--- src/rtl/hs32_mem_pkg.sv ---
// Shared types and defaults for the HS32 memory arbiter: FSM state encoding,
// the latched memory command payload and the starve-limit default.
package hs32_mem_pkg;

  localparam int unsigned ADDR_W             = 32;
  localparam int unsigned DATA_W             = 32;
  localparam int unsigned STARVE_MAX_DEFAULT = 4;

  typedef enum logic [1:0] {
    IDLE  = 2'd0,
    MEM_I = 2'd1,
    MEM_E = 2'd2,
    DONE  = 2'd3
  } state_t;

  typedef struct packed {
    logic              rw;
    logic [ADDR_W-1:0] addr;
    logic [DATA_W-1:0] wdata;
  } mem_cmd_t;

  // Width of a counter that must hold values 0..maxv (at least one bit).
  function automatic int unsigned cnt_width(input int unsigned maxv);
    return (maxv < 1) ? 1 : $clog2(maxv + 1);
  endfunction

endpackage

--- src/rtl/hs32_mem_arbiter.sv ---
// Arbitrates a single memory port between instruction fetch and execute
// load/store, with a bounded-starvation guarantee for fetch and flush cancel.
module hs32_mem_arbiter
  import hs32_mem_pkg::*;
#(
  parameter int unsigned STARVE_MAX = STARVE_MAX_DEFAULT
) (
  input  logic              clk,
  input  logic              reset,
  input  logic              reqi,
  input  logic [ADDR_W-1:0] addri,
  output logic              acki,
  output logic [DATA_W-1:0] dtri,
  input  logic              flush,
  input  logic              reqe,
  input  logic              rwe,
  input  logic [ADDR_W-1:0] addre,
  input  logic [DATA_W-1:0] dtwe,
  output logic              acke,
  output logic [DATA_W-1:0] dtre,
  output logic              mreq,
  output logic              mrw,
  output logic [ADDR_W-1:0] maddr,
  output logic [DATA_W-1:0] mdtw,
  input  logic              mack,
  input  logic [DATA_W-1:0] mdtr
);

  localparam int unsigned CW = cnt_width(STARVE_MAX);

  state_t          state;
  mem_cmd_t        cmd_q;
  logic [CW-1:0]   starve;
  logic            cancel;
  logic            fetch_ok;
  logic            exec_win;

  // A flushed fetch request is invisible; execute wins unless fetch is starved.
  assign fetch_ok = reqi & ~flush;
  assign exec_win = reqe & (~fetch_ok | (starve != CW'(STARVE_MAX)));

  assign mrw   = cmd_q.rw;
  assign maddr = cmd_q.addr;
  assign mdtw  = cmd_q.wdata;

  always_ff @(posedge clk) begin
    if (reset) begin
      state  <= IDLE;
      cmd_q  <= '0;
      mreq   <= 1'b0;
      acki   <= 1'b0;
      acke   <= 1'b0;
      dtri   <= '0;
      dtre   <= '0;
      starve <= '0;
      cancel <= 1'b0;
    end else begin
      acki <= 1'b0;
      acke <= 1'b0;
      case (state)
        IDLE: begin
          if (exec_win) begin
            cmd_q <= '{rw: rwe, addr: addre, wdata: dtwe};
            mreq  <= 1'b1;
            state <= MEM_E;
            // exec_win with a live fetch implies starve is below the limit
            if (fetch_ok) starve <= starve + CW'(1);
          end else if (fetch_ok) begin
            cmd_q.rw   <= 1'b0;
            cmd_q.addr <= addri;
            mreq       <= 1'b1;
            cancel     <= 1'b0;
            starve     <= '0;
            state      <= MEM_I;
          end
        end
        MEM_I: begin
          if (flush) cancel <= 1'b1;
          if (mack) begin
            mreq  <= 1'b0;
            state <= DONE;
            if (!(cancel | flush)) begin
              acki <= 1'b1;
              dtri <= mdtr;
            end
          end
        end
        MEM_E: begin
          if (mack) begin
            mreq  <= 1'b0;
            acke  <= 1'b1;
            dtre  <= mdtr;
            state <= DONE;
          end
        end
        DONE:    state <= IDLE;
        default: state <= IDLE;
      endcase
    end
  end

endmodule

--- config.mk ---
export PLATFORM = sky130hd
export DESIGN_NAME = hs32_mem_arbiter
export DESIGN_NICKNAME = d
export VERILOG_FILES = /design/src/rtl/hs32_mem_pkg.sv /design/src/rtl/hs32_mem_arbiter.sv
export SDC_FILE = /design/constraint.sdc
export NUM_CORES = 1
export LEC_CHECK = 0
export ABC_AREA = 1
export CAP_MARGIN = 20
export CORE_UTILIZATION = 38
export CTS_BUF_LIST = sky130_fd_sc_hd__clkbuf_2 sky130_fd_sc_hd__clkbuf_4 sky130_fd_sc_hd__clkbuf_8
export DETAILED_ROUTE_END_ITERATION = 6
export GPL_ROUTABILITY_DRIVEN = 1
export PLACE_DENSITY_LB_ADDON = 0.2
export SYNTH_ARGS = -nofsm -noshare
export SYNTH_HDL_FRONTEND = slang
export SYNTH_SLANG_ARGS = --single-unit
--- constraint.sdc ---
create_clock -name clk -period 1.4 [get_ports clk]
set_input_delay 0.35 -clock clk [delete_from_list [all_inputs] [get_ports clk]]
set_output_delay 0.35 -clock clk [all_outputs]
set_load 0.05 [all_outputs]
==> results.yml <==
logic_synthesis:
  ys_ff_latch: 138
  synth_top_cell_area_share_pct: 49.7
  synth.area.top_cells: "dfxtp_1, nand2_1, nor2_1"
  synth_cell_type_count: 19
  ys_seq_area_share_pct: 49.7
  syn_area_um2: 5560
  syn_inst: 777
  post-synth-top-area-cell: "dfxtp_1"
  synth.avg_cell_area_um2: 7.15
  synth_nets: 918
  yosysWarnings: 0
power_and_ir_drop:
  clockPowerShare_pct: 17.7
  sequentialPowerShare_pct: 27.5
  irDropWorstVdd_uv: 1100
  leakagePower_uw: 0.00476
  power_frac_comb_pct: 54.8
  p_sw_share_pct: 40.2
  p_switching_uw: 8130
  power.density_nw_per_um2: 1770
  intPower_uw: 12100
outcome:
  violations: "setup timing"
  status: "complete, but fails checks"
layout:
  fillerInstances: 853
  area_delta_synth_final_pct: 105
  design_area_um2: 11400
  layout-drive-gt1-share_pct: 31.7
  fin_nets: 1210
  diodes: 0
  regArea_um2: 2780
  multiInputGateArea_um2: 2870
critical_path:
  path_max_fanout: 8
  cpPeakStageDelay_ns: 0.51
  crit_chain: "clkdlybuf4s50_1 -> inv_1 -> nor2_4 -> nand2_8 -> buf_12 -> clkbuf_16 -> nand3_2 -> nand3_2 -> nand2_1 -> inv_1"
  critical_path_class: "input pin to flop"
  critPathLaunchType: "input pin"
  cp.arrival_ns: 1.79
  cpMaxStageDelayCell: "clkdlybuf4s50_1"
  worstPathRequired_ns: 1.75
  crit_path_end_kind: "flop"
drt:
  vias_per_cell: 5.02
  drtAntennaViolNets: 0
  initialDrtViolationCount: 433
  wl_um: 21000
  vias: 6323
  drt-pass1-iter-count: 5
  drc: 0
  avgRoutedWirePerCell_um: 16.6
floorplan:
  die-area_um2: 15100
  fp-row-count: 43
  dieHeight_um: 123
  fp.coreArea_um2: 14100
  die_x_um: 123
  start_util_pct: 39.4
  ios: 267
sta:
  slew_violations: 0
  finalWorstSetupSlack_ns: -0.0427
  min_period_ns: 1.44
  fmax_mhz: 693
  rsz0062_at_grt: "true"
  setup_violations: 21
  holdWs_ns: 0.360
  finClkSkew_ns: 0.0103
  hold_violations: 0
  timing.final.crit_share_pct: 103
  maxSlewHeadroom_pct: 80.0
  worst_slew_pin_slew_ns: 0.300
job:
  cap_violations: 0
grt:
  antenna_found_initial: 0
  grt_remaining_overflow: 0
  grt_max_degree: 58
  grt_pass1_wl_um: 27300
  grt_usage_pct: 23.6
  grt_pass1_vias: 5435
clock_tree:
  cts.path.max_buffers: 2
  htreeDepth: 4
  cts_tree: "done"
  cts_root_buffer: "clkbuf_8"
  clkSinkCount: 138
  numCtsBuffers: 17
  clk_pin_slew_ns: 0.08
  clk_latency_ns: 0.44
place:
  hpwl_um: 12400
  port_buffers: 266
  place_ws_ns: -0.412
  gp_congestion: 0.790
  placed_cell_area_um2: 9930
worst_hold_path:
  hp-class: "input pin to flop"
==> cell type report <==
| cell class | instances | share of cell area (%) |
|---|---|---|
| tap | 180 | 1.97 |
| inverter | 50 | 1.80 |
| clock buffer | 23 | 2.55 |
| multi-input combinational | 537 | 25.1 |
| timing repair buffer | 325 | 43.0 |
| clock inverter | 7 | 1.24 |
| sequential | 138 | 24.3 |
==> path summary, 6_finish.rpt <==
kind,start,end,slack [ns],cells past startpoint
worst max register to register,state[1],maddr[14],-0.03,10
worst max-delay path,reqi,maddr[27],-0.04,10
worst min register to register,dtri[15],dtri[15],0.50,2
worst min-delay path,reset,dtri[4],0.36,3
==> sequential cells by signal, summed over array words and instances (netlist names) <==
| register | count |
|---|---|
| acke | 1 |
| acki | 1 |
| cancel | 1 |
| dtre | 32 |
| dtri | 32 |
| maddr | 32 |
| mdtw | 32 |
| mreq | 1 |
| mrw | 1 |
| starve | 3 |
| state | 2 |
==> cells in the final DEF (no fill, tap or decap), types with 2 or more instances in the layout <==
cell type          n
nand2_1          156
buf_12           147
clkdlybuf4s50_1  132
dfxtp_1          130
nor2_1           127
a21oi_1           60
nand3_1           56
inv_1             39
nand3_2           38
o21ai_0           33
nand2_2           23
buf_4             22
clkbuf_8          19
clkbuf_16         13
nor2_2            10
a21oi_2           10
nand3_4            8
dfxtp_2            7
buf_6              6
inv_2              5
inv_4              5
bufinv_16          4
clkbuf_4           4
nand2_4            3
ha_4               3
buf_8              3
nor2_4             2
nand2_8            2
ha_1               2
==> routing by layer <==
layer | vias up | track usage [%] | routed length, um
met4 | 0 | 10.4 | 684
li1 | 3057 | - | -
met2 | 298 | 39.5 | 10700
met3 | 48 | 8.30 | 1910
met1 | 2920 | 27.0 | 7650
met5 | - | 0 | 0
==> worst max-delay path: cells and delay by family <==
kind / cells / cell delay (ns)
AND/OR/NAND/NOR: 5 / 0.46
buffers and inverters: 5 / 0.95
==> power groups by stage <==
| stage | registers, uW | logic (uW) | clock network, uW |
|---|---|---|---|
| 4_1_cts | 5500 | 9550 | 3620 |
| 3_5_place_dp | 5590 | 9440 | 0 |
| 2_1_floorplan | 7660 | 2640 | 0 |
| 3_3_place_gp | 5550 | 9320 | 0 |
| 5_1_grt | 5650 | 11700 | 3800 |
| 6_report | 5570 | 11100 | 3580 |
==> cell families after synthesis <==
kind of cell / count (synthesis) / synth area share (%)
buf+inv: 102 / 7.92
fa+ha+maj: 6 / 1.35
simple gates: 426 / 31.4
flops: 138 / 49.7
compound gates: 104 / 9.43
xor+xnor: 1 / 0.158
==> metrics by stage <==
stage	TNS, ns	util [%]	total power (uW)	std cells
after detailed placement	-37.21	70.5	15000	1205
after global placement	-33.16	70.5	14900	1205
after floorplan	0	-	10300	777
after CTS	-0.720	74.1	18700	1237
final	-0.406	81.0	20200	1260
after global routing	-4.40	81.0	21100	1260
==> synth_stat cells, drive strengths merged <==
library cell / number
nand2: 184
nor2: 139
dfxtp: 138
nand3: 102
a21oi: 71
inv: 50
o21ai: 33
buf: 28
clkbuf: 24
ha: 6
nand4: 1
xor2: 1
==> what timing repair did <==
action / in CTS / in global routing
pin swaps: 3 / 50
hold buffers: 0 / 0
setup buffers: 1 / 6
setup endpoints to repair: 108 / 138
gates cloned: 2 / 17
resized for setup: 15 / 137
No activity file was read; power rests on OpenSTA's default activity.
